File: config.mk
export PLATFORM = sky130hd
export DESIGN_NAME = async_sink
export DESIGN_NICKNAME = d
export VERILOG_FILES = /design/src/rtl/pa_AsyncCordic.sv /design/src/rtl/async_sync_bit.sv /design/src/rtl/async_sink.sv
export SDC_FILE = /design/constraint.sdc
export NUM_CORES = 1
export LEC_CHECK = 0
export CELL_PAD_IN_SITES_DETAIL_PLACEMENT = 2
export CELL_PAD_IN_SITES_GLOBAL_PLACEMENT = 2
export CORE_MARGIN = 2
export CORE_UTILIZATION = 21
export CTS_BUF_LIST = sky130_fd_sc_hd__clkbuf_16
export DETAILED_ROUTE_END_ITERATION = 7
export GPL_TIMING_DRIVEN = 0
export PLACE_DENSITY_LB_ADDON = 0.1
export SLEW_MARGIN = 0
export SYNTH_ARGS = -nofsm -noshare
export SYNTH_HDL_FRONTEND = slang
export SYNTH_SLANG_ARGS = --single-unit
export TNS_END_PERCENT = 20
File: constraint.sdc
create_clock -name clk_i -period 2.13 [get_ports clk_i]
set_input_delay 0.3195 -clock clk_i [delete_from_list [all_inputs] [get_ports clk_i]]
set_output_delay 0.3195 -clock clk_i [all_outputs]
set_load 0.005 [all_outputs]
File: src/rtl/pa_AsyncCordic.sv
// ============================================================================
// pa_AsyncCordic : shared types for the async CORDIC datapath and its sink
// Revision: 1.0
// ============================================================================
`default_nettype none

package pa_AsyncCordic;

  typedef struct packed {
    logic data_1;
    logic data_0;
  } dual_rail_t;

  typedef enum logic [0:0] {
    WAIT_DATA = 1'b0,
    WAIT_NULL = 1'b1
  } sink_state_e;

endpackage

`default_nettype wire

File: src/rtl/async_sync_bit.sv
// ============================================================================
// async_sync_bit : SYNC_STAGES-deep single-bit synchronizer, sync active-low rst
// Revision: 1.0
// ============================================================================
`default_nettype none

module async_sync_bit #(
  parameter int SYNC_STAGES = 2
) (
  input  logic clk_i,
  input  logic rst_ni,
  input  logic i_d,
  output logic o_q
);

  logic [SYNC_STAGES-1:0] r_sync;

  always_ff @(posedge clk_i) begin
    if (!rst_ni) begin
      r_sync <= '0;
    end else begin
      r_sync <= {r_sync[SYNC_STAGES-2:0], i_d};
    end
  end

  assign o_q = r_sync[SYNC_STAGES-1];

endmodule

`default_nettype wire

File: src/rtl/async_sink.sv
// ============================================================================
// async_sink : four-phase dual-rail receiver presenting tokens on valid/ready
// Revision: 1.0
// ============================================================================
`default_nettype none

module async_sink
  import pa_AsyncCordic::*;
#(
  parameter int SIZE        = 31,
  parameter int SYNC_STAGES = 2
) (
  input  logic                    clk_i,
  input  logic                    rst_ni,
  input  dual_rail_t [SIZE:0]     data_i,
  output logic                    ack_o,
  output logic [SIZE:0]           data_o,
  output logic                    valid_o,
  input  logic                    ready_i,
  output logic                    err_o
);

  logic [SIZE:0] w_rail_any;
  logic [SIZE:0] w_rail_both;
  logic [SIZE:0] w_token;
  logic          w_full;
  logic          w_empty;
  logic          w_illegal;
  logic          w_full_s;
  logic          w_empty_s;
  logic          w_capture;
  sink_state_e   w_state_nxt;

  sink_state_e   r_state;
  logic [SIZE:0] r_data;
  logic          r_valid;
  logic          r_err;

  always_comb begin
    w_rail_any  = '0;
    w_rail_both = '0;
    w_token     = '0;
    for (int i = 0; i <= SIZE; i++) begin
      w_rail_any[i]  = data_i[i].data_1 | data_i[i].data_0;
      w_rail_both[i] = data_i[i].data_1 & data_i[i].data_0;
      w_token[i]     = data_i[i].data_1;
    end
  end

  assign w_full    = &w_rail_any;
  assign w_empty   = ~|w_rail_any;
  assign w_illegal = |w_rail_both;

  // Only the completion flags cross domains; raw rails are held stable by the
  // source until ack rises, so they are sampled directly at capture.
  async_sync_bit #(.SYNC_STAGES(SYNC_STAGES)) u_sync_full (
    .clk_i  (clk_i),
    .rst_ni (rst_ni),
    .i_d    (w_full),
    .o_q    (w_full_s)
  );

  async_sync_bit #(.SYNC_STAGES(SYNC_STAGES)) u_sync_empty (
    .clk_i  (clk_i),
    .rst_ni (rst_ni),
    .i_d    (w_empty),
    .o_q    (w_empty_s)
  );

  always_comb begin
    w_state_nxt = r_state;
    w_capture   = 1'b0;
    case (r_state)
      WAIT_DATA: begin
        // Holding off capture keeps ack low, which stalls the source.
        if (w_full_s && (!r_valid || ready_i)) begin
          w_capture   = 1'b1;
          w_state_nxt = WAIT_NULL;
        end
      end
      WAIT_NULL: begin
        if (w_empty_s) begin
          w_state_nxt = WAIT_DATA;
        end
      end
      default: w_state_nxt = WAIT_DATA;
    endcase
  end

  always_ff @(posedge clk_i) begin
    if (!rst_ni) begin
      r_state <= WAIT_DATA;
      r_data  <= '0;
      r_valid <= 1'b0;
      r_err   <= 1'b0;
    end else begin
      r_state <= w_state_nxt;
      if (w_capture) begin
        r_data  <= w_token;
        r_valid <= 1'b1;
        r_err   <= r_err | w_illegal;
      end else if (r_valid && ready_i) begin
        r_valid <= 1'b0;
      end
    end
  end

  assign ack_o   = (r_state == WAIT_NULL);
  assign data_o  = r_data;
  assign valid_o = r_valid;
  assign err_o   = r_err;

endmodule

`default_nettype wire
==> results of run 1 <==
cell type report:
type                       instances  share of cell area [%]
timing repair buffer             101                    32.5
multi-input combinational        180                    32.0
sequential                        39                    25.1
tap                              108                    4.34
clock buffer                       5                    4.02
buffer                            12                    1.69
clock inverter                     3                   0.362
per-stage QoR:
| step | cells | hold WS [ns] | setup slack (ns) | setup TNS [ns] | cell area, sq um |
|---|---|---|---|---|---|
| floorplan | 231 | 0.412 | 0.820 | 0 | 1830 |
| global placement | 440 | 0.421 | 0.0701 | 0 | 2980 |
| detailed placement | 440 | 0.435 | -0.00407 | -0.00407 | 2980 |
| CTS | 448 | 0.449 | 0.286 | 0 | 3110 |
| global route | 448 | 0.472 | 0.172 | 0 | 3110 |
| finish | 448 | 0.444 | 0.347 | 0 | 3110 |
sequential cells by signal, summed over array words and instances (netlist names):
| name | count |
|---|---|
| data_o | 32 |
| u_sync_empty.r_sync | 2 |
| u_sync_full.r_sync | 2 |
| ack_o | 1 |
| err_o | 1 |
| valid_o | 1 |
cell families (layout without fill, tap and decap cells):
group / after synthesis / after routing / synth area share, %
compound gates: 63 / 63 / 24.8
simple gates: 117 / 117 / 29.6
flops: 39 / 39 / 42.7
buf+inv: 12 / 121 / 2.87
power groups by stage:
| stage | logic (W) | clock network [W] | registers, W |
|---|---|---|---|
| after global routing | 0.000284 | 0.000776 | 0.000729 |
| after detailed placement | 0.000263 | 0 | 0.000746 |
| after global placement | 0.000263 | 0 | 0.000746 |
| after CTS | 0.000265 | 0.000734 | 0.000729 |
| after floorplan | 0.0000600 | 0 | 0.000746 |
| final | 0.000263 | 0.000703 | 0.000730 |
Yosys cell counts:
library cell and number:
clkbuf_1 6, nor4_2 1, nor4_1 12, nor3_1 5
nor2_1 12, or4_1 2, and4_1 1, nand4_1 9
o22ai_1 11, nand2b_1 4, nor3b_1 1, a22oi_1 16
dfxtp_1 39, a21boi_0 30, buf_2 6, nand3_1 1
nand2_1 66, o21ai_0 2, a21boi_1 4, and2_1 2
nor2b_1 1
routing by layer:
layer  wire length, um  up-vias  share of wire (%)
met3               393       10                4.6
li1                  -     1052                  -
met1              3960     1064                 46
met4               155        0                1.8
met5                 0        -                  0
met2              4110       71                 48
worst max-delay path, stage by stage:
cell             delay, ns
clkdlybuf4s50_1       0.53
clkbuf_1              0.47
clkbuf_1              0.42
a21boi_0              0.23
worst paths after layout:
kind | slack (ns) | end | cells past startpoint
worst min-delay path | 0.44 | u_sync_empty.r_sync[1] | 1
worst min register to register | 0.44 | u_sync_empty.r_sync[1] | 1
worst max register to register | 0.52 | err_o | 6
worst max-delay path | 0.35 | data_o[30] | 4
==> run_results.csv, run 1 <==
group,metric,value,unit
routing,wirelength,8620,um
pwr,total_power,0.00170,W
pwr,p_switching,0.000399,W
clock_tree,clock_sinks,39,
timing,hold_viol,0,
clock_tree,post_cts_resized,0,
worst_setup_path,cp.required,2.33,ns
synthesis,synth_area_leaders,"dfxtp_1, nand2_1, a21boi_0, a22oi_1, nor4_1",
run,max-cap-violations,0,
finish,num_antenna_cells,0,
placed_design,hpwl,7060,um
finish,seqCellArea,781,sq um
grt,grt-busiest-layer,"met2",
routing,drc,0,
worst_setup_path,worst-setup-path-type,"in2reg",
pwr,clockPowerShare,41.5,%
routing,via_count,2197,
die,rows,34,
die,ios,102,
clock_tree,clk_latency,0.28,ns
placed_design,place_congestion,0.846,
worst_setup_path,worstPathMaxFanout,10,
pwr,p_leak,0.999,nW
pwr,p_seq_share,43.0,%
clock_tree,cts_made_buffers,5,
pwr,peakVddDrop,253,uV
pwr,p_sw_share,23.5,%
pwr,combinationalPowerShare,15.5,%
synthesis,synth_area,1830,sq um
worst_setup_path,worstPathArrival,1.98,ns
grt,use_met3,3.60,%
worst_setup_path,cp-end-kind,"flip-flop",
timing,final_max_slew_viol_count,0,
finish,final_core_util,36.2,%
finish,nNetsFinal,406,
grt,use_met1,24.9,%
status,status,"finished, final reports clean",
clock_tree,clk_pin_slew,0.06,ns
placed_design,port_buffers,101,
finish,multi_input_area,996,sq um
synthesis,synth.distinct_cells,21,
finish,fillers,1001,
min_path,hold_path_class,"reg2reg",
synthesis,yosysWarnings,0,
synthesis,avgSynthCellArea,7.92,sq um
timing,fmax,0.561,GHz
pwr,p_per_area,545,nW/um^2
timing,rsz0062_at_grt,"false",
synthesis,synth_fp_nets,298,
routing,drtPass1Iterations,4,
routing,wl_per_cell,19.2,um
grt,grtUsageTotal,18.6,%
worst_setup_path,reg2reg_from,"ack_o",
routing,dr.first_iter.drc_count,66,
die,die_y,97.3,um
finish,area_growth,70.1,%
grt,antenna_found_initial,0,
routing,detail-route-antenna-nets,0,
die,initial_core_util,21.3,%
timing,min_period,1.78,ns
grt,use_met2,30.6,%
grt,grt-ovfl-total,0,
clock_tree,post-cts-setup-buffer-count,0,
grt,grt_pass1_wl,13600,um
synthesis,synth_top_cell_by_area,"dfxtp_1",
timing,slew_headroom,62.1,%
worst_setup_path,start_kind,"input port",
synthesis,yosysTopAreaCellShare,42.7,%
grt,grt_pass1_vias,2397,
finish,layout_commonest_cell,"clkdlybuf4s50_1",
grt,grt_max_degree,12,
finish,final_cell_mix,"clkdlybuf4s50_1, nand2_1, dfxtp_1, a21boi_0, a22oi_1",
clock_tree,cts_tree,"built",
synthesis,ys_seq_elements,39,
synthesis,synthCells,231,
clock_tree,cts_max_level,2,
timing,skew,0.00365,ns
die,die_area,9470,sq um
clock_tree,cts_hold_buffers,0,
worst_setup_path,crit_start,"rst_ni",
timing,final-setup-viol-count,0,
min_path,hp-start,"u_sync_empty.r_sync[0]",
clock_tree,cts_buffer_depth,2,
clock_tree,root_buffer,"clkbuf_16",
die,coreArea,8590,sq um
timing,finalCritPeriodShare,83.7,%
finish,layout-drive-gt1-share,3.53,%
die,die_width,97.3,um
pwr,intPower,0.00130,W
synthesis,synth_seq_area_share,42.7,%
routing,via_per_inst,4.90,
timing,tightest_slew,0.569,ns
Note: power is estimated with default switching activity, not from simulation.
==> run 2, diff against run 1 <==
Settings changed: CORE_UTILIZATION 21 to 20.
Clock period 2.13 ns to 1.7 ns, I/O delays scaled along.
==> run 2 against run 1 <==
Sequential power is 25% higher. Routed wire length is 2.5% lower. Clock skew hardly changed. Clock-buffer cell count stayed put. Critical path depth is 1 higher. Register-to-register slack worse by 0.28 ns. Worst setup slack worse by 0.22 ns. Via count is 2.7% lower. Sequential share of layout area hardly changed. Final area is 0.12% higher. Critical path type unchanged. Critical endpoint is now u_sync_empty.r_sync[0]. Largest power group unchanged.
==> run_results.csv, run 2 (synthesis results as in run 1) <==
group,metric,value,unit
grt,grt-ovfl-total,0,
die,initial_core_util,20.8,%
timing,finalCritPeriodShare,92.5,%
routing,wl_met3,500,um
clock_tree,clk_latency,0.28,ns
routing,via_count,2137,
placed_design,placed_area,2980,sq um
run,max-cap-violations,0,
worst_setup_path,worstPathMaxFanout,4,
clock_tree,cts_max_level,2,
timing,fmax,0.636,GHz
finish,finish.instance_area,3120,sq um
finish,layout-drive-gt1-share,4.44,%
routing,wirelength,8410,um
grt,antenna_found_initial,0,
routing,routedLengthMet1,3860,um
routing,highest-signal-layer,"met4",
timing,tightest_slew,0.517,ns
worst_setup_path,start_kind,"input port",
finish,num_antenna_cells,0,
pwr,total_power,0.00211,W
grt,grt_max_degree,11,
pwr,p_per_area,678,nW/um^2
worst_setup_path,cp-end-kind,"flip-flop",
routing,via_per_inst,4.79,
finish,final_cell_mix,"clkdlybuf4s50_1, nand2_1, dfxtp_1, a21boi_0, a22oi_1",
status,status,"finished, final reports clean",
routing,drc,0,
placed_design,place_congestion,0.840,
clock_tree,cts_tree,"built",
clock_tree,clk_pin_slew,0.05,ns
die,ios,102,
timing,skew,0.00318,ns
timing,slew_headroom,65.5,%
clock_tree,cts_hold_buffers,0,
timing,hold_slack,0.349,ns
min_path,hold_path_class,"in2reg",
routing,wl_per_cell,18.8,um
routing,detail-route-antenna-nets,0,
routing,wl_met2,3970,um
worst_setup_path,worst-setup-path-type,"in2reg",
die,die_area,9930,sq um
die,die_y,99.6,um
die,coreArea,8810,sq um
finish,layout_commonest_cell,"clkdlybuf4s50_1",
clock_tree,cts_made_buffers,5,
clock_tree,post-cts-setup-buffer-count,0,
timing,final-setup-viol-count,0,
timing,final_max_slew_viol_count,0,
routing,dr.first_iter.drc_count,31,
finish,largest_reg_flops,32,
die,rows,34,
timing,rsz0062_at_grt,"false",
routing,drtPass1Iterations,4,
pwr,peakVddDrop,267,uV
finish,area_growth,70.3,%
timing,min_period,1.57,ns
grt,grt_pass1_vias,2409,
grt,grt_pass1_wl,13100,um
timing,hold_viol,0,
worst_setup_path,cp.required,1.89,ns
grt,grtUsageTotal,17.2,%
worst_setup_path,worstPathArrival,1.76,ns
finish,final_core_util,35.4,%
placed_design,port_buffers,101,
clock_tree,cts_buffer_depth,2,
finish,nNetsFinal,406,
die,die_width,99.6,um
placed_design,hpwl,6980,um
pwr,p_leak,1.01,nW
clock_tree,root_buffer,"clkbuf_16",
clock_tree,clock_sinks,39,
## run 2: cell types whose count changed in the layout (fill, tap and decap cells not counted), sizes merged
cell	change
dlymetal6s2s	+1
buf	-1
clkbuf	+1
clkinv	-2
clkdlybuf4s50	-1
## run 2: through the flow
| stage | setup slack (ns) | std cells | TNS (ns) |
|---|---|---|---|
| finish | 0.128 | 446 | 0 |
| global route | 0.0140 | 446 | 0 |
| CTS | 0.0675 | 446 | 0 |
| detailed placement | -0.440 | 440 | -9.84 |
| global placement | -0.344 | 440 | -8.24 |
| floorplan | 0.455 | 231 | 0 |
## run 2: area by class of cell
class / count / area [sq um]
clock inverter: 1 / 3.75
buffer: 12 / 57.6
clock buffer: 5 / 125
tap: 108 / 135
sequential: 39 / 781
multi-input combinational: 180 / 1000
fill: 1035 / 5690
timing repair buffer: 101 / 1010
## run 2: critical path: stages
cell	delay (ns)
clkdlybuf4s50_1	0.51
or4_1	0.54
nor2_1	0.10
nand4_1	0.12
nor4_2	0.22
## run 2: routing by layer
layer	global-route usage, %	vias to the layer above
met3	4.22	8
met4	3.79	0
met5	0	-
met1	22.4	1012
li1	-	1043
met2	28.8	74
## run 2: worst paths after layout
check / start / end / slack [ns] / cells past startpoint
max: data_i[39] / u_sync_empty.r_sync[0] / 0.13 / 5
min: data_i[5] / data_o[2] / 0.35 / 3
max reg2reg: ack_o / data_o[18] / 0.24 / 6
min reg2reg: u_sync_full.r_sync[0] / u_sync_full.r_sync[1] / 0.44 / 1
## run 2: power breakdown
group          internal, W  total (W)  switching [W]
logic             0.000183   0.000325       0.000142
clock network     0.000522   0.000873       0.000351
registers         0.000914   0.000914   0.0000000169
## run 2: repair_timing
item,4_1_cts,5_1_grt
gates cloned,0,0
resized for setup,1,5
endpoints found under the setup margin,20,27
==> run 3, diff against run 2 <==
Settings changed: CORE_MARGIN 2 to 8.
==> run 3 against run 2 <==
Utilization shrank 1.1 points. Sequential cell count unchanged. Hold slack improved by 0.015 ns. First-iteration DRC count rose to 2.6 times the previous value. Cell count increased by 0.45%. Power increased by 0.12%. Sequential share of layout area is 0.050 points higher. Via count up 0.94%. Largest power group unchanged.
==> run_results.csv, run 3 (synthesis results as in run 1) <==
group,metric,value,unit
die,die_y,112,um
pwr,p_leak,1.01,nW
worst_setup_path,r2r_cells,6,
worst_setup_path,worstPathMaxFanout,4,
placed_design,placed_area,2980,sq um
clock_tree,clock_sinks,39,
placed_design,dpl_worst_slack,-0.360,ns
finish,seqCellArea,781,sq um
clock_tree,cts_max_level,2,
clock_tree,post-cts-setup-buffer-count,0,
timing,fmax,0.609,GHz
min_path,hp-start,"data_i[5]",
finish,layout-drive-gt1-share,4.15,%
worst_setup_path,crit_chain,"clkdlybuf4s50_1, or4_1, nor2_1, nand4_1, nor4_2",
grt,grtUsageTotal,14.3,%
clock_tree,root_buffer,"clkbuf_16",
clock_tree,cts_made_buffers,5,
finish,layout_commonest_cell,"clkdlybuf4s50_1",
worst_setup_path,slowest_delay,0.58,ns
die,ios,102,
routing,dr.first_iter.drc_count,80,
grt,antenna_found_initial,0,
finish,final_cell_mix,"clkdlybuf4s50_1, nand2_1, dfxtp_1, a21boi_0, a22oi_1",
die,die_width,112,um
die,coreArea,9060,sq um
min_path,hold_path_class,"in2reg",
finish,fillers,1031,
timing,min_period,1.64,ns
worst_setup_path,reg2reg_from,"ack_o",
placed_design,port_buffers,101,
grt,grt-ovfl-total,0,
worst_setup_path,cp-end-kind,"flip-flop",
timing,tns,0,ns
grt,grt_pass1_wl,13900,um
finish,finish.instance_area,3110,sq um
finish,area_growth,70.0,%
worst_setup_path,start_kind,"input port",
finish,multi_input_area,996,sq um
min_path,worstHoldPathCells,3,
timing,rsz0062_at_grt,"false",
placed_design,place_congestion,0.847,
finish,num_antenna_cells,0,
worst_setup_path,slowest_stage,"or4_1",
pwr,p_per_area,680,nW/um^2
worst_setup_path,reg2reg_setup_slack,0.32,ns
timing,hold_viol,0,
routing,wl_per_cell,20.0,um
clock_tree,cts_buffer_depth,2,
die,die_area,12500,sq um
run,max-cap-violations,0,
worst_setup_path,cp.required,1.89,ns
timing,tightest_slew,0.462,ns
timing,skew,0.00507,ns
timing,setup_ws,0.0591,ns
routing,wirelength,8970,um
routing,via_per_inst,4.81,
min_path,holdPathEnd,"data_o[2]",
die,rows,35,
timing,slew_headroom,68.9,%
placed_design,dp_cells,443,
routing,via_count,2157,
timing,final-setup-viol-count,0,
finish,nNetsFinal,405,
finish,largest_reg_flops,32,
routing,drc,0,
status,status,"finished, final reports clean",
placed_design,hpwl,7620,um
clock_tree,clk_latency,0.28,ns
grt,grt_max_degree,11,
routing,drtPass1Iterations,4,
worst_setup_path,r2r-end,"data_o[11]",
worst_setup_path,critPathBufInv,1,
worst_setup_path,worst-setup-path-type,"in2reg",
finish,fin_cells,448,
pwr,peakVddDrop,280,uV
routing,detail-route-antenna-nets,0,
clock_tree,clk_pin_slew,0.05,ns
worst_setup_path,crit_family,"simple AND/OR/NAND/NOR gates",
timing,finalCritPeriodShare,96.5,%
timing,final_max_slew_viol_count,0,
worst_setup_path,worstPathArrival,1.83,ns
clock_tree,cts_tree,"built",
grt,grt_pass1_vias,2383,
die,initial_core_util,20.2,%
run 3: worst min-delay path, cell delays in order:
cell and delay, ns:
dlymetal6s2s_1 0.19, nand2_1 0.08, a21boi_0 0.06
run 3: repair_timing:
action                                  CTS  global route
endpoints found under the setup margin   13            29
gates cloned                              0             0
resized for setup                         1             3
hold endpoints to repair                  0             0
hold buffers                              0             0
run 3: layout make-up:
type	count	share of cell area, %
Timing Repair Buffer	101	32.6
Multi-Input combinational cell	180	32.0
Sequential cell	39	25.1
Tap cell	111	4.47
Clock buffer	5	4.02
Buffer	11	1.65
Clock inverter	1	0.121
run 3: power by group:
group	total, W	switching, W	internal, W	leakage [nW]
logic	0.000325	0.000142	0.000183	0.629
registers	0.000914	0.0000000176	0.000914	0.314
clock network	0.000876	0.000354	0.000522	0.0669
total	0.00211	0.000496	0.00162	1.01
run 3: metal layers:
layer,vias to the layer above,track usage [%],wire (um)
met4,0,3.19,70
met1,1035,17.9,4190
li1,1044,-,-
met2,71,22.7,4050
met5,-,0,0
met3,7,5.25,659
run 3: how the worst max path moves through the flow:
stage,from,to,slack (ns),depth (start not counted)
finish,data_i[35],u_sync_empty.r_sync[0],0.06,5
global route,data_i[35],u_sync_empty.r_sync[0],0.006,5
detailed placement,rst_ni,data_o[0],-0.36,4
global placement,rst_ni,valid_o,-0.37,4
CTS,data_i[5],u_sync_empty.r_sync[0],0.03,5
floorplan,data_i[5],u_sync_empty.r_sync[0],0.45,4
run 3: stage by stage:
stage          power [W]  hold WS (ns)  util (%)
3_3_place_gp     0.00126         0.418      32.9
3_5_place_dp     0.00126         0.430      32.9
2_1_floorplan    0.00101         0.390         -
4_1_cts          0.00215         0.443      34.3
5_1_grt          0.00220         0.408      34.3
6_report         0.00211         0.365      34.3
